--- config.mk ---
export PLATFORM = sky130hd
export DESIGN_NAME = reg_load_arbiter
export DESIGN_NICKNAME = d
export VERILOG_FILES = /design/src/rtl/reg_arb_pkg.sv /design/src/rtl/rr_priority_picker.sv /design/src/rtl/reg_load_arbiter.sv
export SDC_FILE = /design/constraint.sdc
export NUM_CORES = 1
export LEC_CHECK = 0
export BUFFER_PORTS_ARGS = -buffer_cell sky130_fd_sc_hd__buf_2
export CAP_MARGIN = 40
export CORE_MARGIN = 1.5
export CORE_UTILIZATION = 30
export CTS_BUF_LIST = sky130_fd_sc_hd__clkbuf_4 sky130_fd_sc_hd__clkbuf_8
export CTS_CLUSTER_DIAMETER = 200
export DETAILED_ROUTE_END_ITERATION = 12
export GPL_ROUTABILITY_DRIVEN = 0
export GPL_TIMING_DRIVEN = 0
export PLACE_DENSITY = 0.64
export SKIP_LAST_GASP = 1
export SLEW_MARGIN = 20
export SYNTH_ARGS = -nofsm -noshare
export SYNTH_HDL_FRONTEND = slang
export SYNTH_HIERARCHICAL = 1
export SYNTH_SLANG_ARGS = --single-unit
--- constraint.sdc ---
create_clock -name clk -period 2.85 [get_ports clk]
set_input_delay 0.4275 -clock clk [delete_from_list [all_inputs] [get_ports clk]]
set_output_delay 0.4275 -clock clk [all_outputs]
set_load 0.01 [all_outputs]
--- src/rtl/reg_arb_pkg.sv ---
// Shared definitions for the register-load arbiter: FSM state encoding,
// default sizing and the index-width helper.
package reg_arb_pkg;

   typedef logic [1:0] state_t;

   localparam state_t IDLE = 2'd0;
   localparam state_t LOAD = 2'd1;
   localparam state_t ACK  = 2'd2;

   localparam int NREQ_DEF  = 4;
   localparam int WIDTH_DEF = 3;

   // Number of bits needed to index n requesters (never less than 1).
   function automatic int idxw_f(input int n);
      int w;
      w = 1;
      while ((1 << w) < n) begin
         w = w + 1;
      end
      return w;
   endfunction

endpackage

--- src/rtl/rr_priority_picker.sv ---
// Combinational priority picker: scans the request vector starting at
// i_start and wrapping from NREQ-1 back to 0; reports the first set bit.
module rr_priority_picker #(
   parameter int NREQ = 4,
   parameter int IDXW = 2
) (
   input  logic [NREQ-1:0] i_req,
   input  logic [IDXW-1:0] i_start,
   output logic            o_valid,
   output logic [IDXW-1:0] o_idx
);

   logic [IDXW:0] w_pos;

   // Wrapped scan from the start pointer; the first hit wins.
   always_comb begin
      o_valid = 1'b0;
      o_idx   = {IDXW{1'b0}};
      w_pos   = {(IDXW+1){1'b0}};
      for (int k = 0; k < NREQ; k++) begin
         w_pos = {1'b0, i_start} + (IDXW+1)'(k);
         if (w_pos >= (IDXW+1)'(NREQ)) begin
            w_pos = w_pos - (IDXW+1)'(NREQ);
         end else begin
            w_pos = w_pos;
         end
         if (!o_valid && i_req[w_pos[IDXW-1:0]]) begin
            o_valid = 1'b1;
            o_idx   = w_pos[IDXW-1:0];
         end else begin
            o_valid = o_valid;
         end
      end
   end

endmodule

--- src/rtl/reg_load_arbiter.sv ---
// Round-robin arbiter sharing one ld/in load port of a small register among
// NREQ requesters: IDLE picks a winner, LOAD pulses reg_ld, ACK pulses gnt.
// Build option: define ARB_FIXED_PRIO_EN for fixed priority (requester 0
// highest); the FSM, latency and handshake are unchanged.
module reg_load_arbiter
   import reg_arb_pkg::*;
#(
   parameter  int NREQ  = NREQ_DEF,
   parameter  int WIDTH = WIDTH_DEF,
   localparam int IDXW  = idxw_f(NREQ)
) (
   input  logic                  clk,
   input  logic                  rst,
   input  logic [NREQ-1:0]       req,
   input  logic [NREQ*WIDTH-1:0] req_data,
   output logic [NREQ-1:0]       gnt,
   output logic                  reg_ld,
   output logic [WIDTH-1:0]      reg_in,
   output logic                  busy,
   output logic [IDXW-1:0]       owner
);

   state_t            r_state;
   state_t            w_state_nxt;
   logic [IDXW-1:0]   r_win_idx;
   logic [WIDTH-1:0]  r_data_q;
   logic [NREQ-1:0]   r_gnt;
   logic              r_reg_ld;
   logic              r_busy;
   logic [IDXW-1:0]   r_owner;

   logic [IDXW-1:0]   w_start;
   logic              w_pick_vld;
   logic [IDXW-1:0]   w_pick_idx;
   logic [WIDTH-1:0]  w_win_data;
   logic [NREQ-1:0]   w_gnt_vec;

`ifdef ARB_FIXED_PRIO_EN
   assign w_start = {IDXW{1'b0}};
`else
   logic [IDXW-1:0]   r_rr_ptr;
   logic [IDXW-1:0]   w_ptr_nxt;

   assign w_ptr_nxt = (r_win_idx == IDXW'(NREQ-1)) ? {IDXW{1'b0}} : (r_win_idx + {{(IDXW-1){1'b0}}, 1'b1});
   assign w_start   = r_rr_ptr;

   // Advance the round-robin pointer past the winner as its grant completes.
   always_ff @(posedge clk or negedge rst) begin
      if (!rst) begin
         r_rr_ptr <= {IDXW{1'b0}};
      end else if (r_state == ACK) begin
         r_rr_ptr <= w_ptr_nxt;
      end else begin
         r_rr_ptr <= r_rr_ptr;
      end
   end
`endif

   rr_priority_picker #(
      .NREQ (NREQ),
      .IDXW (IDXW)
   ) u_picker (
      .i_req   (req),
      .i_start (w_start),
      .o_valid (w_pick_vld),
      .o_idx   (w_pick_idx)
   );

   // Select the winning requester's data slice and build its one-hot grant.
   always_comb begin
      w_win_data = {WIDTH{1'b0}};
      w_gnt_vec  = {NREQ{1'b0}};
      for (int i = 0; i < NREQ; i++) begin
         if (w_pick_idx == IDXW'(i)) begin
            w_win_data = req_data[i*WIDTH +: WIDTH];
         end else begin
            w_win_data = w_win_data;
         end
         w_gnt_vec[i] = (r_win_idx == IDXW'(i));
      end
   end

   // Next-state logic: requests are only looked at while idle.
   always_comb begin
      w_state_nxt = r_state;
      case (r_state)
         IDLE: begin
            if (w_pick_vld) begin
               w_state_nxt = LOAD;
            end else begin
               w_state_nxt = IDLE;
            end
         end
         LOAD:    w_state_nxt = ACK;
         ACK:     w_state_nxt = IDLE;
         default: w_state_nxt = IDLE;
      endcase
   end

   // State, capture and registered outputs; data_q doubles as reg_in and
   // simply holds between loads.
   always_ff @(posedge clk or negedge rst) begin
      if (!rst) begin
         r_state   <= IDLE;
         r_win_idx <= {IDXW{1'b0}};
         r_data_q  <= {WIDTH{1'b0}};
         r_gnt     <= {NREQ{1'b0}};
         r_reg_ld  <= 1'b0;
         r_busy    <= 1'b0;
         r_owner   <= {IDXW{1'b0}};
      end else begin
         r_state  <= w_state_nxt;
         r_busy   <= (w_state_nxt != IDLE);
         r_reg_ld <= (w_state_nxt == LOAD);
         if ((r_state == IDLE) && w_pick_vld) begin
            r_win_idx <= w_pick_idx;
            r_data_q  <= w_win_data;
         end else begin
            r_win_idx <= r_win_idx;
            r_data_q  <= r_data_q;
         end
         if (r_state == LOAD) begin
            r_gnt   <= w_gnt_vec;
            r_owner <= r_win_idx;
         end else begin
            r_gnt   <= {NREQ{1'b0}};
            r_owner <= r_owner;
         end
      end
   end

   assign gnt    = r_gnt;
   assign reg_ld = r_reg_ld;
   assign reg_in = r_data_q;
   assign busy   = r_busy;
   assign owner  = r_owner;

endmodule
Yosys cells after proc, flatten, opt, wreduce, memory -nomap -nowiden
Index checks and enable logic that the tools add are counted.

cells by class
  multiplexer cells = 28
  add/subtract/negate cells = 8
  $lt $le $gt $ge = 8
  equality and inequality tests = 9
  reduce and logical (&&, ||, !) cells = 11

operators by type and width
  operator                                                     count
  two-way mux 2 bit                                            9
  less-than comparator 2 x 3 -> 1 bit (second input constant)  4
  two-way mux 3 bit                                            4
  equality test 2 bit (second input constant)                  5
  >= comparator 3 bit (second input constant)                  3
  two-way mux 1 bit                                            9
  binary-select mux 1 bit (select 2 bit)                       4
  equality test 2 x 1 -> 1 bit (second input constant)         4
  subtractor 2 x 1 -> 2 bit (second input constant)            4
  adder 2 x 2 -> 3 bit (second input constant)                 2
  logical NOT 2 bit                                            3
  logical AND 1 bit                                            4
  two-way mux 4 bit                                            1
  case mux 2 bit (2 select lines)                              1
  adder 2 x 1 -> 3 bit (second input constant)                 1
  >= comparator 2 x 3 -> 1 bit (second input constant)         1
  logical NOT 1 bit                                            3
  adder 2 x 1 -> 2 bit (second input constant)                 1
  nonzero test 2 bit                                           1

word-level totals
  bits in registers = 17
  word-level logic and storage cells = 72
  input port bits = 18
  output and inout port bits = 11

Longest topological paths before layout
Gate-level depths: netlist of the first run.

  depth after elaboration = 19
  depth in mapped cells = 5
  gate-level depth less buffers = 5

Hierarchy
Netlist of the first run, hierarchy kept.

by module, submodules not included
  module              area an instance (um2)  times used  cells each
  reg_load_arbiter    742.0                   1           46
  rr_priority_picker  77.6                    1           15

Least setup slack after synthesis of the first run
No wires, ideal clock.

  path type = input to register
  from = input port req[1]
  to = register r_data_q[0], in the netlist reg_in[0]
  slack = 777 ps
  data arrival time = 1,948 ps
  path buffers = 0
  cell stages on the path = 5
  path through = inv_1 a221o_1 a21oi_1 mux4_2 mux2_4

on the way
  word-level cells in the longest chain between the ends = 17

ends and longest elaborated chain
  what                                     line                      text
  start: declaration                       reg_load_arbiter.sv:14    input logic [NREQ-1:0] req,
  binary-select mux 1 bit (select 2 bit)   rr_priority_picker.sv:27  if (!o_valid && i_req[w_pos[IDXW-1:0]]) begin
  two-way mux 1 bit (not written as such)  rr_priority_picker.sv:27
  two-way mux 1 bit                        rr_priority_picker.sv:27
  logical NOT 1 bit                        rr_priority_picker.sv:27
  logical AND 1 bit                        rr_priority_picker.sv:27
  two-way mux 1 bit                        rr_priority_picker.sv:27
  logical NOT 1 bit                        rr_priority_picker.sv:27
  logical AND 1 bit                        rr_priority_picker.sv:27
  two-way mux 1 bit                        rr_priority_picker.sv:27
  logical NOT 1 bit                        rr_priority_picker.sv:27
  logical AND 1 bit                        rr_priority_picker.sv:27
  two-way mux 2 bit *                      rr_priority_picker.sv:27
  net w_pick_idx[0]                        reg_load_arbiter.sv:34    logic [IDXW-1:0] w_pick_idx;
  logical NOT 2 bit                        reg_load_arbiter.sv:74    if (w_pick_idx == IDXW'(i)) begin
  two-way mux 3 bit (3 in a row)           reg_load_arbiter.sv:74
  two-way mux 3 bit *                      reg_load_arbiter.sv:74
  end signal: assignment                   reg_load_arbiter.sv:106   r_data_q <= {WIDTH{1'b0}};
  end signal: assignment                   reg_load_arbiter.sv:117   r_data_q <= w_win_data;
  end signal: assignment                   reg_load_arbiter.sv:120   r_data_q <= r_data_q;
  end: declaration                         reg_load_arbiter.sv:26    logic [WIDTH-1:0] r_data_q;

The timed path passes the listed nets; every way through them passes the cells marked *. The select of a mux whose other input is x is not followed.
A chain may end at the register's enable or synchronous reset.

Worst setup path in the final report of the first run
  from = register r_rr_ptr[0]
  to = register r_data_q[1], in the netlist reg_in[1]

on the way
  word-level cells in the longest chain between the ends = 19

ends and longest elaborated chain
  what                                                           line                      text
  start: declaration                                             reg_load_arbiter.sv:41    logic [IDXW-1:0] r_rr_ptr;
  start signal: assignment                                       reg_load_arbiter.sv:50    r_rr_ptr <= {IDXW{1'b0}};
  start signal: assignment                                       reg_load_arbiter.sv:52    r_rr_ptr <= w_ptr_nxt;
  start signal: assignment                                       reg_load_arbiter.sv:54    r_rr_ptr <= r_rr_ptr;
  branches (longest 13 deep; another with adder 2 x 1 -> 3 bit)  -
  two-way mux 2 bit *                                            rr_priority_picker.sv:27
  net w_pick_idx[0]                                              reg_load_arbiter.sv:34
  logical NOT 2 bit                                              reg_load_arbiter.sv:74
  two-way mux 3 bit (3 in a row)                                 reg_load_arbiter.sv:74
  two-way mux 3 bit *                                            reg_load_arbiter.sv:74

Mark *: on every way through the listed nets, which the timed path passes. The select of a mux whose other input is x is not followed.

==> impl_metrics.toml, run 1 <==
[clocking]
hold_buffers = 0
cts_made_buffers = 3
cts_resized = 0
postCtsSetupRepairBufs = 0
worstSkewPairLatency_ns = 0.27
clock-sinks = 17
htreeDepth = 1
clk_pin_slew_worst_paths_ns = 0.09
cts.path.max_buffers = 2
cts_tree = "yes"
clockRootBuffer = "clkbuf_4"

[sta]
fmax_ghz = 0.4595
final_hold_viol_count = 0
tns_ns = 0
relSlewSlack = 0.6374
post-route-min-period_ns = 2.176
period_share = 0.7636
fin_worst_skew_ns = 0.003716
worst_pin_slew_ns = 0.5439
setup_viol = 0
rsz0062_at_grt = "no"
report.final.slew_viol_count = 0
fin_ws_ns = 0.6738
timing.hold.ws_ns = 0.05189

[global_route]
grt_max_degree = 18
grt_pass1_wl_um = 2525
use_met2 = 0.1718
grt_pass1_vias = 573
met1_usage = 0.1256
grt-ovfl-total = 0
grt_busiest_layer = "met2"
grt_usage = 0.1041
met3_usage = 0.04684
grt_antenna_before_repair = 0

[floorplanning]
start_util = 0.3249
pin_count = 29
fp.dieW_um = 55.27
die_height_um = 55.27
core-area_mm2 = 0.002522
rows = 18
die_area_mm2 = 0.003054

[routing]
drc = 0
wirelength_um = 1451
vias_per_cell = 4.593
vias = 565
dr.first_iter.drc_count = 11
first_pass_iters = 2
wl_per_cell_um = 11.80
detail-route-antenna-nets = 0

[place]
hpwl_um = 1219
dp_cells = 119
placed_cell_area_um2 = 997.2
place_ws_ns = 0.4917
io_buffers = 28

[pwr]
p_leak_nw = 0.5269
p_total_mw = 1.022
power_density_mw_per_mm2 = 994.8
ir_worst_vdd_mv = 0.4838

[logic_synthesis]
synth-adder-area-share = 0.06107
synth-simple-area-share = 0.1084
synthMuxAreaShare = 0.2198
yosysWarnings = 6
synth_cell_types = 20
seq_area_frac_synth = 0.5191
synth_compound_area_frac = 0.05344
netlist_area_um2 = 819.5
syn_area_per_cell_um2 = 13.44
synth_cells = 61
syn_nets = 83
synthXorXnorAreaFrac = 0
synth_top_family_by_area = "multiplexers"
ys_seq_elements = 17

[final_layout]
final_cell_mix = "buf_2 (29), dfrtp_1 (17), inv_1 (6), mux2_2 (6)"
utilization = 0.4072
fill_cells = 253
areaGrowthSynthToFinish_pct = 25.34
final_cell_area_mm2 = 0.001027
drive_gt1_frac = 0.5161
diodes = 0
nets = 116
final_common_cell = "buf_2"
fin_cells = 123

[setup_path]
start_kind = "register"
reg2reg_to = "reg_in[1]$_DFFE_PN0P_"
crit_buf_inv = 1
cp_slowest_stage_delay_ns = 0.58
r2r_cells = 5
cp-end-kind = "register"
path_max_fanout = 4
cp_data_required_time_ns = 3.01
criticalPathCategory = "register to register"
cp_top_family = "multiplexers"
r2r-start = "r_rr_ptr[0]$_DFFE_PN0N_"
crit_chain = "inv_2 -> a221o_1 -> a21oi_1 -> mux4_2 -> mux2_4"
r2r_slack_ns = 0.67
critical_path_arrival_ns = 2.34
crit_path_top_delay_cell = "mux4_2"

[job]
maxCapViolCount = 0

[status]
status = "complete, no violations"

[min_path]
hold_path.class = "input pin to async pin"
-- metal layers --
| metal | vias up | wire length, um |
|---|---|---|
| li1 | 272 | - |
| met1 | 274 | 632 |
| met2 | 15 | 715 |
| met3 | 4 | 73 |
| met4 | 0 | 30 |
| met5 | - | 0 |
-- state kept, by name, indices dropped and copies added (netlist names) --
name	count
busy	1
gnt	4
owner	2
r_rr_ptr	2
r_state	2
r_win_idx	2
reg_in	3
reg_ld	1
-- area by class of cell --
| cell class | count | area, um2 | share of cell area |
|---|---|---|---|
| plain buffers | 1 | 5.005 | 0.004872 |
| clock buffers | 4 | 30.03 | 0.02923 |
| inverters | 7 | 26.28 | 0.02558 |
| multi-input cells | 36 | 362.8 | 0.3532 |
| flip-flops and latches | 17 | 425.4 | 0.4141 |
| well taps | 30 | 37.54 | 0.03654 |
| repair buffers | 28 | 140.1 | 0.1364 |
-- report_power, final --
part	internal, mW	switching (mW)
registers	0.351	0.0802
clock network	0.0637	0.0622
logic	0.266	0.198
total	0.681	0.341
-- worst reg2reg max path: cells and delay by family, from the launching register on --
kind	cells	cell delay (ns)
flops	1	0.39
mux	2	0.84
buf+inv	1	0.05
compound gates	2	0.79
-- logic make-up (layout without fill, tap and decap cells) --
| group | Yosys count | after routing |
|---|---|---|
| simple gates | 13 | 13 |
| fa+ha+maj | 4 | 4 |
| compound gates | 7 | 7 |
| flops | 17 | 17 |
| buf+inv | 8 | 40 |
| mux | 12 | 12 |
-- Yosys cell counts --
master     n  area share
dfrtp_1   17        0.52
inv_1      6       0.027
mux2_2     6       0.082
a21oi_1    4       0.024
and2_1     4       0.031
ha_1       4       0.061
mux2_4     3       0.055
mux4_2     3       0.082
nand2b_1   2       0.015
nor2_1     2      0.0092
a221o_1    1       0.012
buf_2      1      0.0061
inv_2      1      0.0046
nand3_1    1      0.0061
nor2b_1    1      0.0076
nor3b_1    1      0.0092
nor3b_4    1       0.023
o21ai_0    1      0.0061
o221ai_1   1       0.011
or2_2      1      0.0076
-- worst max path at each step --
| stage | slack, ns | start | end | cells after the start |
|---|---|---|---|---|
| finish | 0.67 | r_rr_ptr[0]$_DFFE_PN0N_ | reg_in[1]$_DFFE_PN0P_ | 5 |
| global route | 0.55 | r_rr_ptr[0]$_DFFE_PN0N_ | reg_in[2]$_DFFE_PN0P_ | 5 |
| CTS | 0.66 | r_rr_ptr[0]$_DFFE_PN0N_ | reg_in[1]$_DFFE_PN0P_ | 5 |
| detailed placement | 0.49 | req[1] | reg_in[1]$_DFFE_PN0P_ | 6 |
| global placement | 0.57 | req[1] | reg_in[0]$_DFFE_PN0P_ | 6 |
| floorplan | 0.78 | req[1] | reg_in[0]$_DFFE_PN0P_ | 5 |
Note: power is estimated with default switching activity, not from simulation.
==> run 2: changes to the inputs <==
--- a/config.mk
+++ b/config.mk
@@ -14,7 +14,7 @@
 export DETAILED_ROUTE_END_ITERATION = 12
 export GPL_ROUTABILITY_DRIVEN = 0
 export GPL_TIMING_DRIVEN = 0
-export PLACE_DENSITY = 0.64
+export PLACE_DENSITY = 0.66
 export SKIP_LAST_GASP = 1
 export SLEW_MARGIN = 20
 export SYNTH_ARGS = -nofsm -noshare
==> constraint.sdc (replaced) <==
create_clock -name clk -period 1.9 [get_ports clk]
set_input_delay 0.285 -clock clk [delete_from_list [all_inputs] [get_ports clk]]
set_output_delay 0.285 -clock clk [all_outputs]
set_load 0.01 [all_outputs]
==> run 2 against run 1 <==
The run now ends with negative setup slack left. Setup slack got worse by 0.69 ns. Power increased by 57%. Design area increased by 3.5%. Register-to-register slack got worse by 0.69 ns. Sequential cell count unchanged. Wire length increased by 9.2%. Combinational power increased by 63%. Clock skew about the same. Highest routed layer unchanged. Count of clock-buffer cells in the layout unchanged.
==> impl_metrics.toml, run 2 (same netlist as run 1, synthesis figures left out) <==
[job]
maxCapViolCount = 0

[routing]
detail-route-antenna-nets = 0
wirelength_um = 1585
wl_met1_um = 621
drc = 0
dr_wl_met2_um = 861
top_layer_used = "met4"
first_pass_iters = 2
vias = 582
wl_per_cell_um = 12.58
vias_per_cell = 4.619
dr.first_iter.drc_count = 6
dr_wl_met3_um = 68

[floorplanning]
die_area_mm2 = 0.003054
die_height_um = 55.27
core-area_mm2 = 0.002522
fp.dieW_um = 55.27
pin_count = 29
start_util = 0.3249
rows = 18

[sta]
setup_viol = 2
rsz0062_at_grt = "yes"
worst_pin_slew_ns = 0.4050
report.final.slew_viol_count = 0
final_hold_viol_count = 0
post-route-min-period_ns = 1.912
fmax_ghz = 0.5230
tns_ns = -0.02338
fin_worst_skew_ns = 0.003849
period_share = 1.006
relSlewSlack = 0.7297
fin_ws_ns = -0.01187

[clocking]
worstSkewPairLatency_ns = 0.28
cts_made_buffers = 3
htreeDepth = 1
clk_pin_slew_worst_paths_ns = 0.09
cts_tree = "yes"
clockRootBuffer = "clkbuf_4"
cts.path.max_buffers = 2
clock-sinks = 17

[final_layout]
drive_gt1_frac = 0.5313
areaGrowthSynthToFinish_pct = 29.77
fill_cells = 255
multi_input_area_um2 = 374.1
largest_reg_flops = 4
final_common_cell = "buf_2"
final_cell_mix = "buf_2 (29), dfrtp_1 (17), inv_1 (6), mux2_2 (6)"
fin_cells = 126
regArea_um2 = 425.4
utilization = 0.4216
final_cell_area_mm2 = 0.001064
diodes = 0
nets = 119

[global_route]
grt_pass1_vias = 646
grt_max_degree = 18
grt_usage = 0.1166
grt-ovfl-total = 0
grt_antenna_before_repair = 0
grt_pass1_wl_um = 2773

[place]
place_ws_ns = -0.1259
placed_cell_area_mm2 = 0.001001
dp_cells = 119
hpwl_um = 1236
io_buffers = 28

[setup_path]
cp_data_required_time_ns = 2.07
critical_path_arrival_ns = 2.08
start_kind = "register"
cp-end-kind = "register"
path_max_fanout = 4
r2r_cells = 5
criticalPathCategory = "register to register"

[status]
status = "finished with violations"
violations = "negative setup slack"

[min_path]
hold_path.class = "input pin to async pin"

[pwr]
ir_worst_vdd_mv = 0.5948
p_leak_nw = 0.5424
power_density_mw_per_mm2 = 1512
==> run 2: cell count changes in the layout (fill, tap and decap cells not counted), sizes merged <==
cell	before	now
buf	29	31
dlygate4sd3	0	1
==> run 2: worst max-delay path, cell delays in order, from the launching register on <==
cell and delay (ns):
dfrtp_1 0.41, inv_2 0.05, a221o_1 0.33, a21oi_4 0.22, mux4_2 0.54, mux2_4 0.26
==> run 2: timing repair <==
| action | CTS | global route |
|---|---|---|
| buffers inserted | 1 | 1 |
| hold buffers | 1 | 0 |
| setup endpoints to repair | 3 | 3 |
| gates resized for setup | 1 | 0 |
| endpoints found under the hold margin | 17 | 0 |
| pin swaps | 2 | 0 |
| gates cloned | 0 | 0 |
==> run 2: path summary, 6_finish.rpt <==
check / start / endpoint / slack (ns)
max in group asynchronous: rst / r_rr_ptr[1]$_DFFE_PN0N_ / 1.18
max reg2reg: r_rr_ptr[0]$_DFFE_PN0N_ / reg_in[1]$_DFFE_PN0P_ / -0.01
min reg2reg: reg_in[2]$_DFFE_PN0P_ / reg_in[2]$_DFFE_PN0P_ / 0.51
min in group clk: req_data[8] / reg_in[2]$_DFFE_PN0P_ / 0.45
min: rst / gnt[0]$_DFF_PN0_ / 0.45
max: r_rr_ptr[0]$_DFFE_PN0N_ / reg_in[1]$_DFFE_PN0P_ / -0.01
==> run 2: metal layers <==
metal  up-vias  track usage
met5         -            0
met4         0      0.06272
met3         4      0.02810
met2        13       0.2126
met1       286       0.1216
li1        279            -
==> run 2: where the power goes <==
group | internal (mW) | total, mW | leakage [nW] | switching, mW
Clock | 0.0957 | 0.201 | 0.0184 | 0.106
Sequential | 0.526 | 0.650 | 0.210 | 0.123
Combinational | 0.435 | 0.757 | 0.314 | 0.322
==> run 2: cell type report <==
class                   count  share of cell area
flip-flops and latches     17              0.4000
multi-input cells          36              0.3518
repair buffers             31              0.1553
well taps                  30             0.03529
clock buffers               4             0.02824
inverters                   7             0.02471
plain buffers               1            0.004706
==> run 2: per-stage QoR <==
step	hold slack (ns)	power [mW]
3_3_place_gp	0.2125	1.337
6_report	0.4492	1.608
4_1_cts	0.4429	1.613
2_1_floorplan	-0.01059	1.148
5_1_grt	0.4410	1.737
3_5_place_dp	0.2244	1.380
